<file path="src/rtl/exe_stage.sv">
// Execute stage of the 5-stage MIPS pipeline: ALU, store-data pass-through
// and the EXE/MEM pipeline latch.
// Optional macro FORWARDING_EN adds a MEM/WB -> EXE operand bypass and a
// combinational result port so that ID can bypass from this stage.
module exe_stage (
    input  logic        CLK,
    input  logic        RESET,
    input  logic        FLUSH,
    input  logic [31:0] Instr1_IN,
    input  logic [31:0] Instr1_PC_IN,
    input  logic        Request_Alt_PC,
    input  logic [31:0] Alt_PC,
    input  logic        Branch_prediction_IN,
`ifdef FORWARDING_EN
    input  logic [4:0]  RegisterA1_IN,
    input  logic [4:0]  RegisterB1_IN,
    input  logic [4:0]  BypassReg1_MEMEXE,
    input  logic [31:0] BypassData1_MEMEXE,
    input  logic        BypassValid1_MEMEXE,
    output logic [31:0] ALU_result_async1,
    output logic        ALU_result_async_valid1,
`endif
    input  logic [31:0] OperandA1_IN,
    input  logic [31:0] OperandB1_IN,
    input  logic [4:0]  WriteRegister1_IN,
    input  logic [31:0] MemWriteData1_IN,
    input  logic        RegWrite1_IN,
    input  logic [5:0]  ALU_Control1_IN,
    input  logic        MemRead1_IN,
    input  logic        MemWrite1_IN,
    input  logic [4:0]  ShiftAmount1_IN,
    output logic [31:0] Instr1_OUT,
    output logic [31:0] Instr1_PC_OUT,
    output logic [31:0] ALU_result1_OUT,
    output logic [4:0]  WriteRegister1_OUT,
    output logic [31:0] MemWriteData1_OUT,
    output logic        RegWrite1_OUT,
    output logic [5:0]  ALU_Control1_OUT,
    output logic        MemRead1_OUT,
    output logic        MemWrite1_OUT,
    output logic [31:0] Alt_PC1,
    output logic        Request_Alt_PC1,
    output logic        Branch_prediction_OUT
);

    logic [31:0] w_op_a;
    logic [31:0] w_op_b;
    logic [31:0] w_store_data;
    logic [31:0] w_alu_result;

    logic [31:0] r_instr;
    logic [31:0] r_pc;
    logic [31:0] r_result;
    logic [4:0]  r_wreg;
    logic [31:0] r_store_data;
    logic        r_reg_write;
    logic [5:0]  r_alu_ctl;
    logic        r_mem_read;
    logic        r_mem_write;
    logic [31:0] r_alt_pc;
    logic        r_req_alt_pc;
    logic        r_pred;

`ifdef FORWARDING_EN
    logic w_fwd_a;
    logic w_fwd_b;

    // Effective operands: MEM/WB bypass wins over ID operands; $zero never forwards
    always_comb begin
        w_fwd_a      = BypassValid1_MEMEXE && (BypassReg1_MEMEXE == RegisterA1_IN) &&
                       (RegisterA1_IN != 5'd0);
        w_fwd_b      = BypassValid1_MEMEXE && (BypassReg1_MEMEXE == RegisterB1_IN) &&
                       (RegisterB1_IN != 5'd0);
        w_op_a       = w_fwd_a ? BypassData1_MEMEXE : OperandA1_IN;
        w_op_b       = w_fwd_b ? BypassData1_MEMEXE : OperandB1_IN;
        w_store_data = (w_fwd_b && MemWrite1_IN) ? BypassData1_MEMEXE : MemWriteData1_IN;
    end

    // Bypass to ID: loads have no value yet, squashed instructions never write
    always_comb begin
        ALU_result_async1       = w_alu_result;
        ALU_result_async_valid1 = RegWrite1_IN & ~MemRead1_IN & ~FLUSH;
    end
`else
    // Effective operands are the ID operands as delivered
    always_comb begin
        w_op_a       = OperandA1_IN;
        w_op_b       = OperandB1_IN;
        w_store_data = MemWriteData1_IN;
    end
`endif

    // ALU: 32-bit, no overflow traps, unknown codes give zero
    always_comb begin
        w_alu_result = 32'd0;
        case (ALU_Control1_IN)
            6'd0, 6'd1: w_alu_result = w_op_a + w_op_b;
            6'd2, 6'd3: w_alu_result = w_op_a - w_op_b;
            6'd4:       w_alu_result = w_op_a & w_op_b;
            6'd5:       w_alu_result = w_op_a | w_op_b;
            6'd6:       w_alu_result = w_op_a ^ w_op_b;
            6'd7:       w_alu_result = ~(w_op_a | w_op_b);
            6'd8:       w_alu_result = {31'd0, $signed(w_op_a) < $signed(w_op_b)};
            6'd9:       w_alu_result = {31'd0, w_op_a < w_op_b};
            6'd10:      w_alu_result = w_op_b << ShiftAmount1_IN;
            6'd11:      w_alu_result = w_op_b >> ShiftAmount1_IN;
            6'd12:      w_alu_result = $unsigned($signed(w_op_b) >>> ShiftAmount1_IN);
            6'd13:      w_alu_result = w_op_b << w_op_a[4:0];
            6'd14:      w_alu_result = w_op_b >> w_op_a[4:0];
            6'd15:      w_alu_result = $unsigned($signed(w_op_b) >>> w_op_a[4:0]);
            6'd16:      w_alu_result = {w_op_b[15:0], 16'd0};
            6'd17:      w_alu_result = Instr1_PC_IN + 32'd8;
            default:    w_alu_result = 32'd0;
        endcase
    end

    // EXE/MEM latch: reset and flush both load an all-zero bubble
    always_ff @(posedge CLK) begin
        if (!RESET || FLUSH) begin
            r_instr      <= 32'd0;
            r_pc         <= 32'd0;
            r_result     <= 32'd0;
            r_wreg       <= 5'd0;
            r_store_data <= 32'd0;
            r_reg_write  <= 1'b0;
            r_alu_ctl    <= 6'd0;
            r_mem_read   <= 1'b0;
            r_mem_write  <= 1'b0;
            r_alt_pc     <= 32'd0;
            r_req_alt_pc <= 1'b0;
            r_pred       <= 1'b0;
        end else begin
            r_instr      <= Instr1_IN;
            r_pc         <= Instr1_PC_IN;
            r_result     <= w_alu_result;
            r_wreg       <= WriteRegister1_IN;
            r_store_data <= w_store_data;
            r_reg_write  <= RegWrite1_IN;
            r_alu_ctl    <= ALU_Control1_IN;
            r_mem_read   <= MemRead1_IN;
            r_mem_write  <= MemWrite1_IN;
            r_alt_pc     <= Alt_PC;
            r_req_alt_pc <= Request_Alt_PC;
            r_pred       <= Branch_prediction_IN;
        end
    end

    // Registered outputs
    always_comb begin
        Instr1_OUT            = r_instr;
        Instr1_PC_OUT         = r_pc;
        ALU_result1_OUT       = r_result;
        WriteRegister1_OUT    = r_wreg;
        MemWriteData1_OUT     = r_store_data;
        RegWrite1_OUT         = r_reg_write;
        ALU_Control1_OUT      = r_alu_ctl;
        MemRead1_OUT          = r_mem_read;
        MemWrite1_OUT         = r_mem_write;
        Alt_PC1               = r_alt_pc;
        Request_Alt_PC1       = r_req_alt_pc;
        Branch_prediction_OUT = r_pred;
    end

endmodule

</file>
<file path="config.mk">
export PLATFORM = sky130hd
export DESIGN_NAME = exe_stage
export DESIGN_NICKNAME = d
export VERILOG_FILES = /design/src/rtl/exe_stage.sv
export SDC_FILE = /design/constraint.sdc
export NUM_CORES = 1
export LEC_CHECK = 0
export BUFFER_PORTS_ARGS = -buffer_cell sky130_fd_sc_hd__buf_2
export CAP_MARGIN = 20
export CORE_UTILIZATION = 25
export DETAILED_ROUTE_END_ITERATION = 6
export GPL_TIMING_DRIVEN = 1
export HOLD_SLACK_MARGIN = 0.1
export PLACE_DENSITY = 0.45
export SYNTH_ARGS = -nofsm -noshare
export SYNTH_HDL_FRONTEND = slang
export SYNTH_SLANG_ARGS = --single-unit
</file>
<file path="constraint.sdc">
create_clock -name CLK -period 9.7 [get_ports CLK]
set_input_delay 1.94 -clock CLK [delete_from_list [all_inputs] [get_ports CLK]]
set_output_delay 1.94 -clock CLK [all_outputs]
set_load 0.01 [all_outputs]
</file>
==> impl_metrics.toml, run 1 <==
[outcome]
outcome = "complete, but fails checks"
violations = "design-rule violations"

[sta]
hold_violations = 0
finalSetupTns_ns = 0
min_period_ns = 6.425
timing.fmax_ghz = 0.1556
timing.final.ws_setup_ns = 3.275
worst_pin_slew_ns = 1.335
fin_crit_sh = 0.6623
holdWs_ns = 1.694
slew_violations = 0
finalSetupViolCount = 0
rsz0062_at_grt = "no"
maxSlewHeadroom = 0.1102

[layout]
design_area_sq_mm = 0.02038
final_layout_size_suffix_gt1_frac = 0.2096
syn2layout_area_growth_pct = 19.58
num-fill-cells = 7451
layout.cells.non_filler = 3414
multi_input_area_sq_mm = 0.01246
layout_commonest_cell = "buf_2"
fin_util = 0.3030
final_cell_mix = "buf_2 (391), nand2_1 (191), mux2i_1 (179)"
final_nets = 2851
regArea_sq_mm = 0.003523

[synthesis]
async_reset_ff_frac = 0
avgSynthCellArea_sq_um = 7.580
yosysWarningCount = 0
synth_edf_count = 0
syn_area_sq_mm = 0.01705
ys_seq_elements = 176
ys_seq_area_frac = 0.2067
synthesis.instances = 2249
syn-num-nets = 2575
synth_top_flop_cell = "dfxtp_1"
synth_cell_types = 86

[detailed_routing]
routed_wl_um = 106400
drt_iter0_markers = 2746
avgViaCountPerCell = 5.934
via_count = 20260
drtPass1Iterations = 7
routedWlPerCell_um = 31.18
drtAntennaViolNets = 0
drcViolationCount = 8

[placed_design]
io_buffers = 391
hpwl_um = 85500
placedCellCount = 3377
routabilityCongestion = 1.047
dpl_cell_area_sq_mm = 0.01975
pre_cts_ws_ns = 2.923

[floorplanning]
ios = 392
fp.dieH_um = 263.1
fp.dieW_um = 263.1
rows = 95
initial_core_util = 0.2534
core_area_sq_mm = 0.06728
die-area_sq_mm = 0.06923

[cts]
cts_buffers = 17
clock_path_buffers = 2
post_cts_buffers = 0
hold_buffers = 0
cts_sinks = 176
cts_tree = "built"
cts-root-buf = "clkbuf_16"
htreeDepth = 4
path_clk_slew_ns = 0.07
cts_resized = 0

[worst_setup_path]
critPathRequiredTime_ns = 9.98
slowest_delay_ns = 0.93
path_class = "input pin to register"
path_delay_family = "simple AND/OR/NAND/NOR gates"
cp_num_buf_inv = 1
crit_chain = "buf_2 -> nand2b_1 -> o21ai_1 -> nand2_2 -> nor2_1 -> a221oi_1 -> a221o_1 -> nor4_1 -> a21oi_1"
critPathLaunchType = "input pin"
crit_fanout = 20
cp.arrival_ns = 6.71
crit_path_end_kind = "register"
slowest_stage = "o21ai_1"

[grt]
overflow = 0
grt_pass1_vias = 19200
grt_pass1_wl_um = 147900
antenna_found_initial = 9
grt_max_degree = 127
track_usage = 0.2950

[pwr]
leakagePower_nw = 9.081
irDropWorstVdd_v = 0.0001156
power.density_mw_per_mm2 = 116.1
total_power_mw = 2.366

[hold_path]
hp-class = "input pin to register"

[flow_run]
drv_cap = 0
==> metal layers <==
metal	vias up	share of wire	GRT usage
li1	8777	-	-
met1	9837	0.41	0.3820
met2	1366	0.43	0.4548
met3	271	0.10	0.06997
met4	8	0.057	0.1495
met5	-	0.00038	0
==> synth_stat cells (52+ instances only) <==
library cell | count | share of area
o21ai_0 | 101 | 0.030
inv_1 | 92 | 0.020
ha_1 | 108 | 0.079
nor3_1 | 52 | 0.015
nand2_1 | 191 | 0.042
clkbuf_1 | 126 | 0.028
mux2i_1 | 179 | 0.11
a21oi_1 | 151 | 0.044
nor2_1 | 175 | 0.039
and2_1 | 152 | 0.056
nand3_1 | 58 | 0.017
dfxtp_1 | 176 | 0.21
a211oi_1 | 55 | 0.024
==> where the power goes <==
group	switching [mW]	total, mW	internal [mW]
clock	0.338	0.692	0.354
combinational	0.635	0.922	0.287
sequential	0.00617	0.753	0.747
total	0.979	2.37	1.39
==> cells by family after synthesis <==
group,count (synthesis),synth area share
XOR/XNOR,53,0.02723
adder cells (fa/ha/maj),110,0.08162
AND/OR/NAND/NOR,771,0.2252
AO/OA/AOI/OAI,661,0.2629
flip-flops,176,0.2067
buffers and inverters,275,0.06481
multiplexers,203,0.1315
==> sequential cells by signal, indices dropped and copies added (netlist names) <==
name	flops
Branch_prediction_OUT	1
MemWriteData1_OUT	32
ALU_result1_OUT	32
Instr1_PC_OUT	32
ALU_Control1_OUT	6
Alt_PC1	32
MemWrite1_OUT	1
WriteRegister1_OUT	5
MemRead1_OUT	1
Request_Alt_PC1	1
RegWrite1_OUT	1
Instr1_OUT	32
==> area by class of cell <==
class / instances / share of cell area
tap: 873 / 0.05358
multi-input combinational: 1798 / 0.6113
sequential: 176 / 0.1728
clock inverter: 14 / 0.008164
inverter: 94 / 0.01731
clock buffer: 18 / 0.02154
timing repair buffer: 438 / 0.1148
antenna: 3 / 0.0003683
==> worst paths after layout <==
kind	start	end	cells after the start
worst max-delay path	ALU_Control1_IN[1]	ALU_result1_OUT[7]	9
worst min-delay path	MemWriteData1_IN[22]	MemWriteData1_OUT[22]	2
No activity file was read; power rests on OpenSTA's default activity.
==> run 2, diff against run 1 <==
--- a/config.mk
+++ b/config.mk
@@ -11,7 +11,7 @@
 export DETAILED_ROUTE_END_ITERATION = 6
 export GPL_TIMING_DRIVEN = 1
 export HOLD_SLACK_MARGIN = 0.1
-export PLACE_DENSITY = 0.45
+export PLACE_DENSITY = 0.47
 export SYNTH_ARGS = -nofsm -noshare
 export SYNTH_HDL_FRONTEND = slang
 export SYNTH_SLANG_ARGS = --single-unit
==> constraint.sdc (replaced) <==
create_clock -name CLK -period 5.72 [get_ports CLK]
set_input_delay 1.144 -clock CLK [delete_from_list [all_inputs] [get_ports CLK]]
set_output_delay 1.144 -clock CLK [all_outputs]
set_load 0.01 [all_outputs]
==> run 2 against run 1 <==
  * The flow still finishes with violations (design-rule violations)
  * Worst hold slack worse by 0.81 ns
  * Sequential power is 70% higher
  * Via count is 1.1% higher
  * Clock-buffer cell count fell by 1
  * First-iteration DRC count shrank 7.6%
  * Critical endpoint is now ALU_result1_OUT[21]
  * Combinational power is 78% higher
  * Largest power group unchanged
  * Clock power is 76% higher
  * Final cell count increased by 3.1%
==> impl_metrics.toml, run 2 (synthesis gave the netlist of run 1 again) <==
[outcome]
outcome = "complete, but fails checks"
violations = "design-rule violations"

[floorplanning]
die-area_sq_mm = 0.06923
rows = 95
fp.dieH_um = 263.1
core_area_sq_mm = 0.06728
fp.dieW_um = 263.1
ios = 392
initial_core_util = 0.2534

[sta]
hold_violations = 0
min_period_ns = 5.091
holdWs_ns = 0.8871
worst_pin_slew_ns = 1.122
slew_violations = 0
fin_crit_sh = 0.8900
finalSetupTns_ns = 0
timing.fmax_ghz = 0.1964
timing.final.ws_setup_ns = 0.6290
finalSetupViolCount = 0
rsz0062_at_grt = "no"
maxSlewHeadroom = 0.2522

[cts]
cts-root-buf = "clkbuf_16"
cts_resized = 0
cts_buffers = 17
clock_path_buffers = 2
cts_sinks = 176
hold_buffers = 0
path_clk_slew_ns = 0.08
htreeDepth = 4
post_cts_buffers = 0
cts_tree = "built"

[worst_setup_path]
cp.arrival_ns = 5.45
critPathRequiredTime_ns = 6.08
crit_path_end_kind = "register"
critPathLaunchType = "input pin"
crit_fanout = 14
path_class = "input pin to register"

[layout]
multi_input_area_sq_mm = 0.01245
num-fill-cells = 7373
design_area_sq_mm = 0.02118
syn2layout_area_growth_pct = 24.27
final_nets = 2960
final_cell_mix = "buf_2 (391), nand2_1 (191), mux2i_1 (179)"
regArea_sq_mm = 0.003523
layout.cells.non_filler = 3521
final_layout_size_suffix_gt1_frac = 0.2410
fin_util = 0.3149
layout_commonest_cell = "buf_2"

[pwr]
total_power_mw = 4.138
power.density_mw_per_mm2 = 195.4
irDropWorstVdd_v = 0.0001401
leakagePower_nw = 9.608

[detailed_routing]
drcViolationCount = 19
avgViaCountPerCell = 5.817
drtPass1Iterations = 7
routed_wl_um = 112800
via_count = 20480
routedWlPerCell_um = 32.05
drtAntennaViolNets = 0
drt_iter0_markers = 2538

[grt]
track_usage = 0.3164
grt_pass1_wl_um = 156300
overflow = 0
grt_max_degree = 112
grt_pass1_vias = 19800
antenna_found_initial = 14

[placed_design]
pre_cts_ws_ns = 0.2514
placedCellCount = 3488
io_buffers = 391
routabilityCongestion = 1.092
dpl_cell_area_sq_mm = 0.02056
hpwl_um = 92040

[hold_path]
hp-class = "input pin to register"

[flow_run]
drv_cap = 0
==> run 2: final timing paths <==
check	slack [ns]	start	to	cells past startpoint
max	0.63	OperandB1_IN[16]	ALU_result1_OUT[21]	13
min	0.89	MemWriteData1_IN[7]	MemWriteData1_OUT[7]	2
==> run 2: power by group <==
part	leakage, nW	switching [mW]	internal, mW
clock	0.300	0.616	0.606
combinational	7.87	1.10	0.537
sequential	1.44	0.0111	1.27
==> run 2: worst max-delay path: stages <==
cell      delay (ns)
buf_2           0.40
inv_1           0.12
ha_1            0.44
inv_1           0.19
a21oi_1         0.36
or4b_2          0.61
a211o_1         0.32
a311oi_1        0.44
buf_4           0.23
o22ai_1         0.09
xnor2_1         0.61
a221oi_1        0.27
a21oi_1         0.21
==> run 2: final cells by class <==
| type | instances | area share |
|---|---|---|
| Inverter | 94 | 0.01666 |
| Tap cell | 873 | 0.05157 |
| Sequential cell | 176 | 0.1663 |
| Antenna cell | 1 | 0.0001181 |
| Clock buffer | 17 | 0.02008 |
| Timing Repair Buffer | 547 | 0.1483 |
| Clock inverter | 15 | 0.009037 |
| Multi-Input combinational cell | 1798 | 0.5879 |
==> run 2: routing by layer <==
metal | vias up | part of all wire | track usage
met5 | - | 0.00035 | 0
met4 | 6 | 0.063 | 0.1765
met3 | 255 | 0.089 | 0.07015
met2 | 1215 | 0.44 | 0.4997
met1 | 10020 | 0.41 | 0.3972
li1 | 8985 | - | -
